==> src/rtl/memory1_stage.sv <==
// First memory stage: registers the execute result, checks alignment and issues one dcache request per load/store.
// Optional build macro MEM1_ALIGN_CHECK_EN enables misaligned-access (ALE) detection; undefined issues misaligned accesses as-is.
module memory1_stage #(
    parameter int ADDR_WIDTH = 32
) (
    input  logic                  clk,
    input  logic                  rst_n,
    input  logic                  is_stall,
    input  logic                  is_flush,
    input  logic                  in_valid,
    input  logic                  in_is_mem,
    input  logic                  in_is_store,
    input  logic [1:0]            in_byte_type,
    input  logic                  in_is_signed,
    input  logic [ADDR_WIDTH-1:0] in_ex_out,
    input  logic [31:0]           in_st_data,
    input  logic [4:0]            in_rd,
    input  logic                  in_is_wr_rd,
    output logic                  dc_req_valid,
    input  logic                  dc_req_ready,
    output logic [ADDR_WIDTH-1:0] dc_req_addr,
    output logic                  dc_req_we,
    output logic [3:0]            dc_req_wstrb,
    output logic [31:0]           dc_req_wdata,
    output logic                  dcache_req_stall,
    output logic                  out_valid,
    output logic                  out_is_mem,
    output logic [1:0]            out_byte_en,
    output logic [1:0]            out_byte_type,
    output logic                  out_is_signed,
    output logic [ADDR_WIDTH-1:0] out_ex_out,
    output logic [4:0]            out_rd,
    output logic                  out_is_wr_rd,
    output logic                  out_ale,
    output logic                  fwd_valid,
    output logic [4:0]            fwd_idx,
    output logic [31:0]           fwd_data,
    output logic                  fwd_is_load
);

`ifdef MEM1_ALIGN_CHECK_EN
    localparam bit ALIGN_CHECK_EN = 1'b1;
`else
    localparam bit ALIGN_CHECK_EN = 1'b0;
`endif

    localparam logic [1:0] BT_BYTE = 2'd0;
    localparam logic [1:0] BT_HALF = 2'd1;
    localparam logic [1:0] BT_WORD = 2'd2;

    typedef enum logic [1:0] {IDLE, REQ, DONE} state_t;

    state_t                  state;
    logic                    r_valid;
    logic                    r_is_mem;
    logic                    r_is_store;
    logic [1:0]              r_byte_type;
    logic                    r_is_signed;
    logic [ADDR_WIDTH-1:0]   r_ex_out;
    logic [31:0]             r_st_data;
    logic [4:0]              r_rd;
    logic                    r_is_wr_rd;
    logic                    r_misaligned;
    logic                    in_misaligned;

    function automatic logic misaligned(input logic [1:0] bt, input logic [1:0] a);
        return ALIGN_CHECK_EN && (((bt == BT_HALF) && a[0]) || ((bt == BT_WORD) && (a != 2'b00)));
    endfunction

    assign in_misaligned = misaligned(in_byte_type, in_ex_out[1:0]);
    assign r_misaligned  = misaligned(r_byte_type, r_ex_out[1:0]);

    // A request is owed only for aligned memory ops; DONE remembers an accept that happened under stall.
    always_ff @(posedge clk or negedge rst_n) begin
        if (!rst_n) begin
            state       <= IDLE;
            r_valid     <= 1'b0;
            r_is_mem    <= 1'b0;
            r_is_store  <= 1'b0;
            r_byte_type <= 2'd0;
            r_is_signed <= 1'b0;
            r_ex_out    <= '0;
            r_st_data   <= 32'd0;
            r_rd        <= 5'd0;
            r_is_wr_rd  <= 1'b0;
        end else if (is_flush) begin
            r_valid <= 1'b0;
            state   <= IDLE;
        end else if (!is_stall) begin
            r_valid     <= in_valid;
            r_is_mem    <= in_is_mem;
            r_is_store  <= in_is_store;
            r_byte_type <= in_byte_type;
            r_is_signed <= in_is_signed;
            r_ex_out    <= in_ex_out;
            r_st_data   <= in_st_data;
            r_rd        <= in_rd;
            r_is_wr_rd  <= in_is_wr_rd;
            state       <= (in_valid && in_is_mem && !in_misaligned) ? REQ : IDLE;
        end else if (state == REQ && dc_req_ready) begin
            state <= DONE;
        end
    end

    assign dc_req_valid     = (state == REQ) && !is_flush;
    assign dcache_req_stall = (state == REQ) && !dc_req_ready && !is_flush;
    assign dc_req_addr      = {r_ex_out[ADDR_WIDTH-1:2], 2'b00};
    assign dc_req_we        = r_is_store;

    // Lane replication lets the cache take wdata as-is and pick bytes by wstrb.
    always_comb begin
        dc_req_wstrb = 4'b0000;
        dc_req_wdata = r_st_data;
        case (r_byte_type)
            BT_BYTE: begin
                dc_req_wdata = {4{r_st_data[7:0]}};
                dc_req_wstrb = 4'b0001 << r_ex_out[1:0];
            end
            BT_HALF: begin
                dc_req_wdata = {2{r_st_data[15:0]}};
                dc_req_wstrb = r_ex_out[1] ? 4'b1100 : 4'b0011;
            end
            default: begin
                dc_req_wdata = r_st_data;
                dc_req_wstrb = 4'b1111;
            end
        endcase
        if (!r_is_store) begin
            dc_req_wstrb = 4'b0000;
        end
    end

    assign out_ale       = r_valid && r_is_mem && r_misaligned;
    assign out_valid     = r_valid && !is_flush;
    assign out_is_mem    = out_valid && r_is_mem && !out_ale;
    assign out_byte_en   = r_ex_out[1:0];
    assign out_byte_type = r_byte_type;
    assign out_is_signed = r_is_signed;
    assign out_ex_out    = r_ex_out;
    assign out_rd        = r_rd;
    assign out_is_wr_rd  = r_is_wr_rd && out_valid && !out_ale;

    assign fwd_valid   = out_is_wr_rd;
    assign fwd_idx     = r_rd;
    assign fwd_data    = 32'(r_ex_out);
    assign fwd_is_load = out_is_mem && !r_is_store;

endmodule
==> config.mk <==
export PLATFORM = sky130hd
export DESIGN_NAME = memory1_stage
export DESIGN_NICKNAME = d
export VERILOG_FILES = /design/src/rtl/memory1_stage.sv
export SDC_FILE = /design/constraint.sdc
export NUM_CORES = 1
export LEC_CHECK = 0
export CAP_MARGIN = 20
export CORE_MARGIN = 2
export CORE_UTILIZATION = 35
export DETAILED_ROUTE_END_ITERATION = 6
export HOLD_SLACK_MARGIN = 0.12
export PLACE_DENSITY = 0.78
export SLEW_MARGIN = 20
export SYNTH_ARGS = -nofsm -noshare
export SYNTH_HDL_FRONTEND = slang
export SYNTH_SLANG_ARGS = --single-unit
==> constraint.sdc <==
create_clock -name clk -period 1.3 [get_ports clk]
set_clock_uncertainty 0.1 [all_clocks]
set_input_delay 0.26 -clock clk [delete_from_list [all_inputs] [get_ports clk]]
set_output_delay 0.26 -clock clk [all_outputs]
set_load 0.02 [all_outputs]
==> results of run 1 <==
cell type report:
type                            instances  area [um2]
Clock buffer                           12       236.5
Clock inverter                          4       120.1
Fill cell                             953        4619
Inverter                                1       3.754
Multi-Input combinational cell        145        1717
Sequential cell                        78        1961
Tap cell                              143       178.9
Timing Repair Buffer                  291        2631
kinds of logic after synthesis:
family                 share of synthesized area
AOI/OAI and AO/OA                        0.01940
DFF                                       0.4729
muxes                                     0.3019
other                                  0.0009085
buffers and inverters                     0.1697
and+or+nand+nor                          0.03516
worst max path at each step:
stage	from	to	slack [ns]	cells past startpoint
global route	out_byte_type[1]	dc_req_wdata[11]	-0.63	4
global placement	is_flush	fwd_is_load	-0.87	5
CTS	out_byte_type[1]	dc_req_wdata[11]	-0.61	4
detailed placement	is_flush	fwd_is_load	-0.89	5
finish	out_byte_type[1]	dc_req_wdata[11]	-0.57	4
floorplan	out_byte_type[0]	dc_req_wdata[10]	-0.14	2
cell usage after synthesis (all sizes together):
cell and number:
buf 91, mux2 90, dfrtp 78, mux2i 9, nand2 9, o21ai 9
nor2 6, nor2b 5, a21oi 4, and2 2, clkbuf 2, nand2b 2
nor3b 2, o21a 2, conb 1, inv 1, nand3 1, nand3b 1
critical path, delay by kind of cell (launching register included):
family        cells  cell delay [ns]
buf+inv           2             0.26
flops             1             0.46
mux               1             0.31
simple gates      1             0.14
stage by stage:
| step | total power [mW] | TNS [ns] | util | setup slack (ns) | instances |
|---|---|---|---|---|---|
| 2_1_floorplan | 5.573 | -2.322 | - | -0.1380 | 317 |
| 3_3_place_gp | 7.152 | -80.36 | 0.5616 | -0.8712 | 637 |
| 3_5_place_dp | 7.217 | -82.18 | 0.5616 | -0.8883 | 637 |
| 4_1_cts | 10.24 | -17.24 | 0.5834 | -0.6116 | 671 |
| 5_1_grt | 10.74 | -18.97 | 0.5972 | -0.6322 | 674 |
| 6_report | 10.29 | -16.32 | 0.5972 | -0.5713 | 674 |
sequential cells by signal, summed over array words and instances (netlist names):
signal and cells:
dc_req_we 1, r_is_wr_rd 1, fwd_idx 5, r_st_data 32, out_is_signed 1, r_is_mem 1
r_valid 1, state 2, fwd_data 32, out_byte_type 2
power groups by stage:
stage / Clock (mW) / Combinational, mW / Sequential, mW
after CTS: 3.11 / 4.02 / 3.11
after global routing: 3.22 / 4.33 / 3.18
after floorplan: 0 / 2.25 / 3.32
after detailed placement: 0 / 4.07 / 3.15
final: 3.04 / 4.12 / 3.13
after global placement: 0 / 4.03 / 3.12
routing by layer:
layer | GRT usage | vias to the layer above | wire [um] | part of all wire
met3 | 0.05130 | 9 | 921 | 0.082
met5 | 0 | - | 0 | 0
li1 | - | 1406 | - | -
met4 | 0.04390 | 0 | 95 | 0.0085
met2 | 0.3062 | 145 | 5747 | 0.51
met1 | 0.2109 | 1464 | 4468 | 0.40
cells in the final DEF (no fill, tap or decap), types with 2 or more instances in the layout:
cell type        instances
buf_2                   85
buf_6                   80
clkdlybuf4s50_1         77
dfrtp_1                 71
mux2_4                  54
mux2_2                  36
buf_4                   34
clkbuf_16               10
buf_12                   9
nand2_1                  7
dfrtp_2                  7
o21ai_2                  6
mux2i_1                  5
nor2b_4                  4
bufinv_16                4
nor2_4                   3
nor2_1                   3
conb_1                   3
clkbuf_1                 3
mux2i_4                  2
nand2_2                  2
o21ai_4                  2
mux2i_2                  2
o21a_2                   2
and2_4                   2
a21oi_1                  2
what timing repair did:
action / 4_1_cts / 5_1_grt
setup endpoints to repair: 228 / 105
hold endpoints to repair: 78 / 0
gates cloned: 1 / 1
gates resized for setup: 766 / 45
hold buffers: 1 / 0
pin swaps: 5 / 2
setup buffers: 17 / 8
==> key figures, run 1 <==
Global route
  – Initial antenna violation count: 0
  – First-pass GRT wire length: 17620 um
  – GRT overflow: 0
  – Vias in the first global route: 3286
  – Global-route usage over all layers: 0.1747
  – Largest net degree at the start of global routing: 79

Finish
  – Syn-to-layout area delta: 65.90%
  – Nets: 607
  – Final instance area: 6848 um2
  – Ant diodes: 0
  – Layout cells sized above 1: 0.6629

Routing
  – Drt drc: 0
  – Total Wirelength: 11230 um
  – DRT Pass-1 Iters: 5
  – Initial DRC count: 93
  – Via Count: 3024
  – Routed Antenna Nets: 0
  – Routed vias/inst: 4.487
  – Wire per inst: 16.66 um

Setup path
  – Reg2reg end: state[0]
  – Startpoint class of the critical path: register
  – Reg2reg start: state[1]
  – CP arrival: 1.51 ns
  – Crit-path cells: nor2_4 > buf_12 > mux2_4 > buf_6
  – Reg2Reg Setup Slack: 0.14 ns
  – Slowest-stage cell, CP: dfrtp_2
  – CP Class: register to output pin
  – WP data required: 0.94 ns
  – Nature of the critical path endpoint: output pin
  – Reg2Reg Depth: 5
  – CP max FO: 5
  – Worst path max stage delay: 0.46 ns

Timing
  – Fmax: 534.4 MHz
  – Fin crit period: 1.871 ns
  – Final setup fails: 56
  – Slew Limit Fails: 0
  – Min Hold Slack: 0.1920 ns
  – Final worst slack: -0.5713 ns
  – Unrepaired setup endpoints after global routing: true
  – Final hold viol count: 0
  – Final period util: 1.439

Pwr
  – Logic pwr share: 0.400
  – Switching power: 3.260 mW
  – P_leak: 3.236 nW
  – PwrDens: 1502 nW/um2
  – Clock share of power: 0.296
  – Internal power: 7.026 mW
  – Sw frac: 0.3169
  – Peak VDD IR: 0.7957 mV
  – Sequential Power Share: 0.304

Floorplanning
  – I/O Pins: 237
  – Core area: 11470 um2
  – Initial Util: 0.3600
  – Row count: 39
  – Die area: 12680 um2
  – Die height: 112.6 um
  – Die Wd: 112.6 um

Clock network
  – Clock Sinks: 78
  – CTS max path bufs: 2
  – Total CTS buffers: 9
  – H-Tree Level Count: 3
  – CTS clk-pin slew, worst paths: 0.06 ns
  – CTS tree: yes
  – Clock root cell: clkbuf_16
  – Insertion delay to the later sink of the worst-skew pair: 0.33 ns

Worst hold path
  – Hold Path Stages: 3
  – Hold EP: state[0]
  – Worst Hold Launch: is_flush
  – Hold Crit Class: primary input to register

Synthesis
  – Area leader, netlist: dfrtp_1
  – Mapped Avg Cell Area: 13.10 um2
  – Syn Inst Count: 315
  – Synth area leaders: dfrtp_1 47%, buf_4 15%, mux2_2 14%
  – Yosys cell types: 22
  – Syn Std Cell Area: 4128 um2
  – Share of the synthesized area in the top cell type: 0.4729
  – Sequential share of the synthesized area: 0.4729
  – #FFs+latches synth: 78
  – Yosys warns: 0

Place
  – Post-DP Area: 6440 um2
  – # port buffers: 233
  – Dpl hpwl: 7831 um
  – Final Wtd Congestion: 0.7769

Outcome
  – Status: complete, but fails checks
  – Failing checks: setup timing

Flow run
  – Max Cap Violations: 0
No activity file was read; power rests on OpenSTA's default activity.
==> run 2: changes to the inputs <==
Settings changed: RECOVER_POWER set to 100, SLEW_MARGIN 20 to not set.
==> key figures, run 2 (synthesis results as in run 1) <==
Timing
  – Final period util: 1.440 (about the same)
  – Fin crit period: 1.872 ns (+0.0008120 ns)
  – Relative slew slack: 0.5253
  – Setup TNS: -21.33 ns (-5.009 ns)
  – Final hold viol count: 0 (unchanged)
  – Slew Limit Fails: 0 (unchanged)
  – Unrepaired setup endpoints after global routing: true
  – Min Hold Slack: 0.1836 ns (-0.008409 ns)
  – Final setup fails: 112 (+100%)
  – Worst Tran Pin Value: 0.7120 ns
  – Fmax: 534.2 MHz (about the same)
  – Final worst slack: -0.5721 ns (-0.0008120 ns)

Global route
  – Largest net degree at the start of global routing: 79 (unchanged)
  – Initial antenna violation count: 0 (unchanged)
  – Vias in the first global route: 3286 (unchanged)
  – GRT overflow: 0 (unchanged)
  – Global-route usage over all layers: 0.1747 (unchanged)
  – First-pass GRT wire length: 17620 um (unchanged)

Pwr
  – Peak VDD IR: 0.7955 mV (about the same)
  – Internal power: 7.001 mW (-0.36%)
  – Switching power: 3.258 mW (about the same)
  – P_leak: 3.223 nW (-0.39%)
  – Sequential Power Share: 0.306 (+0.002)
  – Clock share of power: 0.296 (about the same)
  – Logic pwr share: 0.399 (about the same)
  – PwrDens: 1511 nW/um2 (+0.58%)
  – Sw frac: 0.3176 (+0.0006517)

Floorplanning
  – Core area: 11470 um2 (unchanged)
  – Row count: 39 (unchanged)
  – Initial Util: 0.3600 (unchanged)
  – Die height: 112.6 um (unchanged)
  – I/O Pins: 237 (unchanged)
  – Die area: 12680 um2 (unchanged)
  – Die Wd: 112.6 um (unchanged)

Outcome
  – Status: complete, but fails checks
  – Failing checks: setup timing

Clock network
  – Insertion delay to the later sink of the worst-skew pair: 0.33 ns (about the same)
  – CTS max path bufs: 2 (unchanged)
  – H-Tree Level Count: 3 (unchanged)
  – Clock root cell: clkbuf_16
  – CTS clk-pin slew, worst paths: 0.06 ns (about the same)
  – Clock Sinks: 78 (unchanged)
  – Total CTS buffers: 9 (unchanged)
  – CTS tree: yes

Place
  – Final Wtd Congestion: 0.7769 (unchanged)
  – Post-DP Area: 6440 um2 (unchanged)
  – Dpl hpwl: 7831 um (unchanged)
  – # port buffers: 233 (unchanged)

Flow run
  – Max Cap Violations: 0 (unchanged)

Finish
  – Nets: 607 (unchanged)
  – Register area: 1961 um2 (unchanged)
  – Ant diodes: 0 (unchanged)
  – Final instance area: 6790 um2 (-0.84%)
  – Multi-input logic area: 1712 um2 (-0.29%)
  – Commonest non-fill, non-tap cell in the layout: buf_6
  – Layout cells sized above 1: 0.6629 (unchanged)
  – Syn-to-layout area delta: 64.50%
  – Commonest cells after routing, fill and taps aside: 80 x buf_6, 77 x clkdlybuf4s50_1, 71 x dfrtp_1
  – Final Util: 0.5921 (-0.005019)
  – Layout filler cell count: 963 (+1.0%)

Setup path
  – Top Family by Delay on Critical Path: flip-flops
  – Worst path max stage delay: 0.45 ns (about the same)
  – CP max FO: 5 (unchanged)
  – Buffers plus inverters on the worst setup path: 2 (unchanged)
  – WP data required: 0.94 ns (about the same)
  – CP arrival: 1.51 ns (about the same)
  – Startpoint class of the critical path: register
  – Nature of the critical path endpoint: output pin
  – Crit-path cells: nor2_4 > buf_12 > mux2_4 > buf_6
  – CP Class: register to output pin
  – Slowest-stage cell, CP: dfrtp_2

Routing
  – Total Wirelength: 11250 um (+0.14%)
  – Initial DRC count: 85 (-8.6%)
  – Routed Antenna Nets: 0 (unchanged)
  – Routed vias/inst: 4.500 (+0.30%)
  – DRT Pass-1 Iters: 4 (-1)
  – Drt drc: 0 (unchanged)
  – Wire per inst: 16.69 um (+0.14%)
  – Via Count: 3033 (+0.30%)

Worst hold path
  – Hold Crit Class: primary input to register
[run 2: changes by cell type in the layout (fill, tap and decap cells not counted), moves of 2 or more]
cell	before	now
buf_12	9	6
clkbuf_2	0	40
clkbuf_4	1	4
buf_2	85	47
buf_4	34	32
[run 2: power by group through the flow]
stage | sequential (mW) | combinational (mW) | clock [mW]
2_1_floorplan | 3.32 | 2.25 | 0
3_3_place_gp | 3.12 | 4.03 | 0
3_5_place_dp | 3.15 | 4.07 | 0
4_1_cts | 3.11 | 4.02 | 3.11
5_1_grt | 3.19 | 4.30 | 3.22
6_report | 3.14 | 4.09 | 3.04
[run 2: per-layer routing]
layer / vias to the layer above / track usage / part of all wire
li1: 1406 / - / -
met1: 1469 / 0.2109 / 0.40
met4: 0 / 0.04390 / 0.0083
met2: 149 / 0.3062 / 0.51
met5: - / 0 / 0
met3: 9 / 0.05130 / 0.084
[run 2: path summary, 6_finish.rpt]
kind                            slack (ns)              from               end  cells past startpoint
worst max-delay path                 -0.57  out_byte_type[0]  dc_req_wdata[11]                      4
worst min-delay path                  0.18          is_flush          state[0]                      3
worst max register to register        0.14          state[1]          state[0]                      5
worst min register to register        0.41     r_st_data[31]     r_st_data[31]                      1
max in group asynchronous             0.05             rst_n      fwd_data[21]                      3
min in group asynchronous             0.50             rst_n        fwd_idx[1]                      3
[run 2: tightest hold or removal path: stages]
cell and delay [ns]:
buf_2 0.15, buf_6 0.13, a21oi_1 0.04
[run 2: repair_timing]
| item | 4_1_cts | 5_1_grt |
|---|---|---|
| cloned | 1 | 1 |
| setup endpoints to repair | 228 | 105 |
| pin swaps | 5 | 2 |
| hold buffers | 1 | 0 |
| buffers inserted | 17 | 8 |
| gates resized for setup | 766 | 45 |
| hold endpoints to repair | 78 | 0 |
[run 2: area by class of cell]
type                    count  share of cell area
inverters                   1           0.0005528
repair buffers            291              0.3798
multi-input cells         145              0.2521
flip-flops and latches     78              0.2887
clock buffers              12             0.03483
well taps                 143             0.02635
clock inverters             4             0.01769
[run 2: through the flow]
step                power (mW)  cells  setup slack (ns)
floorplan                5.573    317           -0.1380
global placement         7.152    637           -0.8712
detailed placement       7.217    637           -0.8883
CTS                      10.24    671           -0.6116
global route             10.71    674           -0.6322
finish                   10.26    674           -0.5721
==> run 3: changes to the inputs <==
Settings changed: CORE_MARGIN 2 to not set.
==> key figures, run 3 (synthesis results as in run 1) <==
Outcome
  – Status: complete, but fails checks
  – Failing checks: setup timing

Routing
  – Initial DRC count: 102 (+20%)
  – Drt drc: 0 (unchanged)
  – Via Count: 3140 (+3.5%)
  – Total Wirelength: 11730 um (+4.3%)
  – DRT Pass-1 Iters: 6 (+2)
  – Wire per inst: 17.06 um (+2.2%)
  – Routed vias/inst: 4.564 (+1.4%)
  – Routed Antenna Nets: 0 (unchanged)

Finish
  – Final instance area: 7162 um2 (+5.5%)
  – Commonest non-fill, non-tap cell in the layout: buf_6
  – Commonest cells after routing, fill and taps aside: 123 x buf_6, 76 x clkdlybuf4s50_1, 61 x dfrtp_1
  – Ant diodes: 0 (unchanged)
  – Nets: 621 (+2.3%)
  – Syn-to-layout area delta: 73.51%
  – Layout cells sized above 1: 0.6917 (+0.02884)
  – Final Util: 0.6246 (+0.03241)

Timing
  – Final period util: 1.475 (+0.03502)
  – Unrepaired setup endpoints after global routing: true
  – Slew Limit Fails: 0 (unchanged)
  – Worst Tran Pin Value: 0.5662 ns (-0.1458 ns)
  – Final setup fails: 107 (-4.5%)
  – Final worst slack: -0.6177 ns (-0.04552 ns)
  – Relative slew slack: 0.6225 (+0.09717)
  – Fmax: 521.5 MHz (-2.4%)
  – Final hold viol count: 0 (unchanged)
  – Fin crit period: 1.918 ns (+0.04552 ns)

Setup path
  – Startpoint class of the critical path: register
  – Reg2reg end: fwd_data[0]
  – CP max FO: 6 (+1)
  – Slowest-stage cell, CP: dfrtp_2
  – CP Class: register to output pin
  – Reg2reg start: fwd_data[0]
  – Worst path max stage delay: 0.46 ns (about the same)
  – Crit-path cells: nor2_4 > buf_12 > mux2_4 > buf_6
  – WP data required: 0.94 ns (about the same)
  – CP arrival: 1.56 ns (+0.05 ns)
  – Reg2Reg Setup Slack: 0.04 ns (-0.10 ns)
  – Nature of the critical path endpoint: output pin
  – Reg2Reg Depth: 4 (-1)

Global route
  – Largest net degree at the start of global routing: 45 (-43%)
  – First-pass GRT wire length: 18260 um (+3.6%)
  – Initial antenna violation count: 0 (unchanged)
  – Global-route usage over all layers: 0.1899 (+0.01514)
  – GRT overflow: 0 (unchanged)
  – Vias in the first global route: 3348 (+1.9%)

Clock network
  – Clock root cell: clkbuf_16
  – CTS tree: yes
  – Clock Sinks: 78 (unchanged)
  – Insertion delay to the later sink of the worst-skew pair: 0.32 ns (about the same)
  – CTS clk-pin slew, worst paths: 0.06 ns (about the same)
  – Total CTS buffers: 9 (unchanged)
  – H-Tree Level Count: 3 (unchanged)
  – CTS max path bufs: 2 (unchanged)

Pwr
  – P_leak: 3.359 nW (+4.2%)
  – PwrDens: 1434 nW/um2 (-5.1%)
  – Peak VDD IR: 0.7468 mV (-6.1%)

Floorplanning
  – Die height: 110.6 um (-1.8%)
  – Core area: 11470 um2 (unchanged)
  – I/O Pins: 237 (unchanged)
  – Die area: 12230 um2 (-3.5%)
  – Row count: 39 (unchanged)
  – Initial Util: 0.3600 (unchanged)
  – Die Wd: 110.6 um (-1.8%)

Worst hold path
  – Hold Crit Class: primary input to register
  – Hold Path Stages: 3 (unchanged)
  – Hold EP: r_valid
  – Worst Hold Launch: is_flush

Place
  – Post-Place Setup Slack: -0.9025 ns (-0.01423 ns)
  – Final Wtd Congestion: 0.7803 (+0.44%)
  – # port buffers: 233 (unchanged)
  – Post-DP Area: 6410 um2 (-0.47%)
  – Dpl hpwl: 7729 um (-1.3%)

Flow run
  – Max Cap Violations: 0 (unchanged)
-- run 3: metrics by stage --
step                      cells  hold WS, ns  TNS (ns)  total power [mW]
after floorplan             317      -0.1356    -2.322             5.573
after global placement      632     -0.03232    -82.18             7.172
after detailed placement    632     -0.03098    -85.01             7.233
after CTS                   677       0.1604    -20.28             9.970
after global routing        688       0.1436    -27.60             10.71
final                       688       0.1412    -20.63             10.27
-- run 3: layout make-up --
type	instances	area (um2)
inverter	1	3.754
timing repair buffer	305	2968
multi-input combinational	145	1718
sequential	78	1973
clock inverter	3	40.04
clock buffer	13	280.3
tap	143	178.9
fill	881	4305
-- run 3: routing by layer --
| metal | global-route usage | part of all wire | vias up |
|---|---|---|---|
| li1 | - | - | 1439 |
| met1 | 0.2134 | 0.40 | 1541 |
| met2 | 0.3404 | 0.51 | 153 |
| met3 | 0.06970 | 0.082 | 7 |
| met4 | 0.04267 | 0.0081 | 0 |
| met5 | 0 | 0 | - |
-- run 3: worst max path at each step --
stage                startpoint               end  slack [ns]  cells after the start
3_5_place_dp           is_flush       fwd_is_load       -0.90                      5
4_1_cts        out_byte_type[1]  dc_req_wdata[16]       -0.66                      3
6_report       out_byte_type[0]  dc_req_wdata[14]       -0.62                      4
2_1_floorplan  out_byte_type[0]  dc_req_wdata[10]       -0.14                      2
5_1_grt        out_byte_type[0]   dc_req_wdata[9]       -0.67                      4
3_3_place_gp           is_flush       fwd_is_load       -0.88                      5
-- run 3: critical path: cells and delay by family, from the launching register on --
family | cells | cell delay [ns]
buffers and inverters | 2 | 0.27
DFF | 1 | 0.46
muxes | 1 | 0.31
and+or+nand+nor | 1 | 0.18
-- run 3: timing repair --
item	4_1_cts	5_1_grt
pin swaps	8	4
endpoints found under the setup margin	228	118
gates cloned	5	1
setup buffers	24	17
hold buffers	1	0
hold endpoints to repair	78	0
gates resized for setup	754	120
-- run 3: where the power goes --
group | leakage [nW] | switching, mW | internal (mW)
Clock | 0.162 | 0.947 | 1.69
Sequential | 0.904 | 0.370 | 2.80
Combinational | 2.29 | 2.01 | 2.45
